## src/rtl/alu_pkg.sv

```systemverilog
// alu_pkg: ALU control codes and arbiter FSM state encoding shared by alu_core and alu_arbiter.
package alu_pkg;
   localparam logic [2:0] ALU_ADD = 3'b001;
   localparam logic [2:0] ALU_SUB = 3'b010;
   localparam logic [2:0] ALU_AND = 3'b011;
   localparam logic [2:0] ALU_OR  = 3'b100;
   localparam logic [2:0] ALU_MUL = 3'b101;
   typedef enum logic [1:0] {IDLE, EXEC, RESP} state_t;
endpackage

```

## src/rtl/alu_core.sv

```systemverilog
// alu_core: combinational ALU; arithmetic wraps mod 2^DATA_W, unknown codes yield 0.
module alu_core
   import alu_pkg::*;
#(
   parameter int DATA_W = 32,
   parameter int CTRL_W = 3
) (
   input  logic [DATA_W-1:0] a,
   input  logic [DATA_W-1:0] b,
   input  logic [CTRL_W-1:0] ctrl,
   output logic [DATA_W-1:0] result,
   output logic              zero
);
   always_comb begin
      result = ctrl == CTRL_W'(ALU_ADD) ? a + b :
               ctrl == CTRL_W'(ALU_SUB) ? a - b :
               ctrl == CTRL_W'(ALU_AND) ? a & b :
               ctrl == CTRL_W'(ALU_OR)  ? a | b :
               ctrl == CTRL_W'(ALU_MUL) ? a * b : '0;
      zero = result == '0;
   end
endmodule

```

## src/rtl/alu_arbiter.sv

```systemverilog
// alu_arbiter: round-robin arbitration of two requesters onto one shared ALU,
// with a registered result held until the consumer accepts it.
module alu_arbiter
   import alu_pkg::*;
#(
   parameter int DATA_W = 32,
   parameter int CTRL_W = 3
) (
   input  logic              clk_i,
   input  logic              rst_i,
   input  logic              req0_valid_i,
   output logic              req0_ready_o,
   input  logic [DATA_W-1:0] req0_data1_i,
   input  logic [DATA_W-1:0] req0_data2_i,
   input  logic [CTRL_W-1:0] req0_ctrl_i,
   input  logic              req1_valid_i,
   output logic              req1_ready_o,
   input  logic [DATA_W-1:0] req1_data1_i,
   input  logic [DATA_W-1:0] req1_data2_i,
   input  logic [CTRL_W-1:0] req1_ctrl_i,
   output logic              resp_valid_o,
   input  logic              resp_ready_i,
   output logic [DATA_W-1:0] resp_data_o,
   output logic              resp_zero_o,
   output logic              resp_id_o,
   output logic              busy_o
);
   state_t            state;
   logic              ptr;
   logic              op_id;
   logic [DATA_W-1:0] op_a;
   logic [DATA_W-1:0] op_b;
   logic [CTRL_W-1:0] op_ctrl;
   logic [DATA_W-1:0] alu_result;
   logic              alu_zero;
   logic              gnt0;
   logic              gnt1;

   // Pointer only breaks ties; a lone requester wins outright.
   assign gnt0 = state == IDLE && !rst_i && req0_valid_i && (!req1_valid_i || !ptr);
   assign gnt1 = state == IDLE && !rst_i && req1_valid_i && (!req0_valid_i || ptr);
   assign req0_ready_o = gnt0;
   assign req1_ready_o = gnt1;

   alu_core #(.DATA_W(DATA_W), .CTRL_W(CTRL_W)) u_core (
      .a      (op_a),
      .b      (op_b),
      .ctrl   (op_ctrl),
      .result (alu_result),
      .zero   (alu_zero)
   );

   always_ff @(posedge clk_i) begin
      if (rst_i) begin
         state        <= IDLE;
         ptr          <= 1'b0;
         op_id        <= 1'b0;
         op_a         <= '0;
         op_b         <= '0;
         op_ctrl      <= '0;
         resp_valid_o <= 1'b0;
         resp_data_o  <= '0;
         resp_zero_o  <= 1'b0;
         resp_id_o    <= 1'b0;
         busy_o       <= 1'b0;
      end else begin
         case (state)
            IDLE: if (gnt0 || gnt1) begin
               op_a    <= gnt1 ? req1_data1_i : req0_data1_i;
               op_b    <= gnt1 ? req1_data2_i : req0_data2_i;
               op_ctrl <= gnt1 ? req1_ctrl_i : req0_ctrl_i;
               op_id   <= gnt1;
               ptr     <= ~gnt1;
               busy_o  <= 1'b1;
               state   <= EXEC;
            end
            EXEC: begin
               resp_data_o  <= alu_result;
               resp_zero_o  <= alu_zero;
               resp_id_o    <= op_id;
               resp_valid_o <= 1'b1;
               state        <= RESP;
            end
            RESP: if (resp_ready_i) begin
               resp_valid_o <= 1'b0;
               busy_o       <= 1'b0;
               state        <= IDLE;
            end
            default: state <= IDLE;
         endcase
      end
   end
endmodule

```

## config.mk

```make
export PLATFORM = sky130hd
export DESIGN_NAME = alu_arbiter
export DESIGN_NICKNAME = d
export VERILOG_FILES = /design/src/rtl/alu_pkg.sv /design/src/rtl/alu_core.sv /design/src/rtl/alu_arbiter.sv
export SDC_FILE = /design/constraint.sdc
export NUM_CORES = 2
export LEC_CHECK = 0
export ABC_AREA = 1
export BUFFER_PORTS_ARGS = -buffer_cell sky130_fd_sc_hd__buf_2
export CORE_ASPECT_RATIO = 1.4
export CORE_MARGIN = 5
export CORE_UTILIZATION = 30
export DETAILED_ROUTE_END_ITERATION = 10
export PLACE_DENSITY = 0.54
export RECOVER_POWER = 25
export SYNTH_ARGS = -nofsm -noshare
export SYNTH_HDL_FRONTEND = slang
export SYNTH_SLANG_ARGS = --single-unit
```

## constraint.sdc

```tcl
create_clock -name clk_i -period 7.7 [get_ports clk_i]
set_input_delay 2.31 -clock clk_i [delete_from_list [all_inputs] [get_ports clk_i]]
set_output_delay 2.31 -clock clk_i [all_outputs]
set_load 0.1 [all_outputs]
```

==> flow_metrics.tcl <==
set metrics [dict create \
    synth-edff-count 0 \
    power_switching_mw 1.60 \
    power_leakage_nw 16.6 \
    p_seq_frac 0.230 \
    drive_gt1_frac 0.109 \
    core-area_um2 85800 \
    fillerInstances 9338 \
    routed_wl_um 94200 \
    slew_headroom -0.208 \
    cts_hold_buf 0 \
    synth_area_leaders "fa_1 32%, nand2_1 15%, inv_1 14%, ha_1 10%, dfxtp_1 8.2%" \
    cts_tree "built" \
    vdd_drop_max_mv 0.207 \
    synth_top_area_frac 0.316 \
    syn_nets 4529 \
    cp_max_fo 11 \
    max_freq_mhz 135 \
    slowest_stage "dfxtp_1" \
    place_area_um2 28900 \
    seq_area_um2 2200 \
    worst_ep_arrival_time_ns 7.71 \
    setup_viol 0 \
    drv_slew 38 \
    period_share 0.959 \
    wl_per_cell_um 18.7 \
    place_ws_ns -0.0490 \
    yosys_warnings 0 \
    placementRows 127 \
    dieArea_um2 92700 \
    powerDensity_nw_per_um2 103 \
    grt_pass1_wl_um 143000 \
    place_hpwl_um 77600 \
    seq_area_frac_synth 0.0825 \
    synth_flop_cell "dfxtp_1" \
    antenna_found_initial 2 \
    status "finished with violations" \
    drtIter0Drc 1324 \
    die_y_um 358 \
    drv_cap 1 \
    worst_setup_path_end_kind "flip-flop" \
    grt_overflow 0 \
    cts_max_level 3 \
    async_flop_share 0 \
    path_class "flip-flop to flip-flop" \
    postLayoutCellArea_um2 29600 \
    area_growth_pct 14.0 \
    min_period_ns 7.38 \
    start_util 0.303 \
    cts_sinks 107 \
    synth_area_um2 26000 \
    root_buffer "clkbuf_16" \
    clock_latency_ns 0.41 \
    clkPwrFrac 0.173 \
    finalNetCount 4690 \
    routed_via_density 4.74 \
    cp_slowest_stage_delay_ns 0.64 \
    pwr-share-comb 0.597 \
    p_int_mw 1.45 \
    violations "max-capacitance violations, max-slew violations" \
    yosysUniqueCellTypes 55 \
    grt_max_degree 54 \
    grt_pass1_vias 24800 \
    diodes 0 \
    ant_nets 0 \
    final_hold_viol_count 0 \
    multi_input_comb_area_um2 19700 \
    die_w_um 259 \
    gr-usage-all-layers 0.200 \
    cp.required_ns 8.02 \
    clockBufferDepth 2 \
    start_kind "flip-flop" \
    ios 177 \
    gp_congestion 0.964 \
    worstHoldPathType "flip-flop to flip-flop" \
    synth_seq_cells 107 \
    crit_top_cell "fa_1" \
    drt_pass1_iterations 6 \
    syn_inst 3762 \
    drc_errors 0 \
    finalWorstSetupSlack_ns 0.315 \
    syn_avg_cell_area_um2 6.91 \
    tightest_slew_ns 1.81 \
    num_vias 23800 \
    clk_pin_slew_ns 0.09 \
    switching_share 0.525 \
    finClkSkew_ns 0.0342 \
    yosys.area.top_type "fa_1" \
    numCtsBuffers 9 \
    numPortBuffers 176 \
]
## power by group through the flow
stage	Clock [mW]	Sequential, mW	Combinational, mW
detailed placement	0	0.705	1.76
CTS	0.548	0.693	1.78
floorplan	0	0.817	1.00
finish	0.529	0.701	1.82
global route	0.570	0.708	1.99
global placement	0	0.705	1.76
## path summary, 6_finish.rpt
check / slack (ns) / start / end / depth (start not counted)
min: 0.48 / busy_o$_SDFFE_PP0P_ / busy_o$_SDFFE_PP0P_ / 2
max: 0.32 / op_b[21]$_SDFFE_PP0P_ / resp_zero_o$_SDFFE_PP0P_ / 29
max reg2reg: 0.32 / op_b[21]$_SDFFE_PP0P_ / resp_zero_o$_SDFFE_PP0P_ / 29
min reg2reg: 0.48 / busy_o$_SDFFE_PP0P_ / busy_o$_SDFFE_PP0P_ / 2
## cells in the final DEF (no fill, tap or decap), drive strengths merged, types with 6 or more instances in the layout
cell type,instances
xnor2,12
nand2,1055
or2,15
o21bai,20
a21o,6
nor3,27
a31oi,75
a21boi,15
dfxtp,107
inv,964
a221oi,7
nand3b,8
xor2,23
nor4,8
nand3,96
clkbuf,46
a21oi,144
buf,301
nor2,170
o21ai,130
fa,410
nand4,14
o211ai,21
o22ai,6
clkinv,6
ha,218
## stage by stage
stage / utilization / hold slack (ns) / TNS [ns] / cells / total power, mW
CTS: 0.340 / 0.486 / 0 / 5016 / 3.02
detailed placement: 0.337 / 0.465 / -0.0490 / 5000 / 2.47
global placement: 0.337 / 0.464 / 0 / 5000 / 2.47
finish: 0.345 / 0.483 / 0 / 5024 / 3.05
floorplan: - / 0.450 / 0 / 3762 / 1.82
global route: 0.345 / 0.524 / -0.0260 / 5024 / 3.26
## synth_stat cells (5+ instances only)
master and count:
clkbuf_1 135, nor3_1 27, xnor2_1 12, o21ai_0 117
xor2_1 23, o211ai_1 20, or2_2 10, nand4_1 14
nand2_1 1051, nor4_1 8, a21boi_2 6, a21o_1 6
ha_1 218, a21oi_1 139, nand3b_1 8, a21boi_0 5
a221oi_1 6, inv_2 8, dfxtp_1 107, a31oi_1 75
buf_2 27, o21ai_1 11, buf_1 16, buf_4 5
o21bai_1 20, o22ai_1 6, nor2_1 170, inv_1 952
fa_1 410, nand3_1 95
## what timing repair did
action | CTS | global route
setup buffers | 0 | 3
resized for setup | 5 | 94
cloned | 0 | 5
pin swaps | 0 | 8
endpoints found under the setup margin | 1 | 6
## sequential cells by signal (all words and copies together), names as in the netlist
register / cells
resp_data_o: 32
op_a: 32
resp_zero_o: 1
busy_o: 1
ptr: 1
op_b: 32
op_id: 1
state: 2
op_ctrl: 3
resp_id_o: 1
resp_valid_o: 1
## routing by layer
metal	vias up	wire length, um	GRT usage
met5	-	0	0
met4	0	5200	0.0875
met3	158	3820	0.0174
met2	642	47900	0.370
met1	11600	37300	0.235
li1	11500	-	-
## cell type report
cell class / instances / area share
flip-flops and latches: 107 / 0.0742
clock inverters: 6 / 0.00220
multi-input cells: 2504 / 0.664
clock buffers: 10 / 0.00807
inverters: 964 / 0.122
repair buffers: 337 / 0.0827
well taps: 1096 / 0.0463
## critical path, delay by kind of cell (launching register included)
kind / cells / cell delay [ns]
buffers and inverters: 6 / 0.39
adder cells (fa/ha/maj): 9 / 4.33
AND/OR/NAND/NOR: 10 / 1.48
flip-flops: 1 / 0.64
AO/OA/AOI/OAI: 4 / 0.43
## cells by family after synthesis
family / Yosys count / share of synthesized area
AND/OR/NAND/NOR: 1394 / 0.213
buffers and inverters: 1151 / 0.169
XOR/XNOR: 35 / 0.0118
AO/OA/AOI/OAI: 447 / 0.103
flip-flops: 107 / 0.0825
adder cells (fa/ha/maj): 628 / 0.421
(Power assumes the default switching activity.)
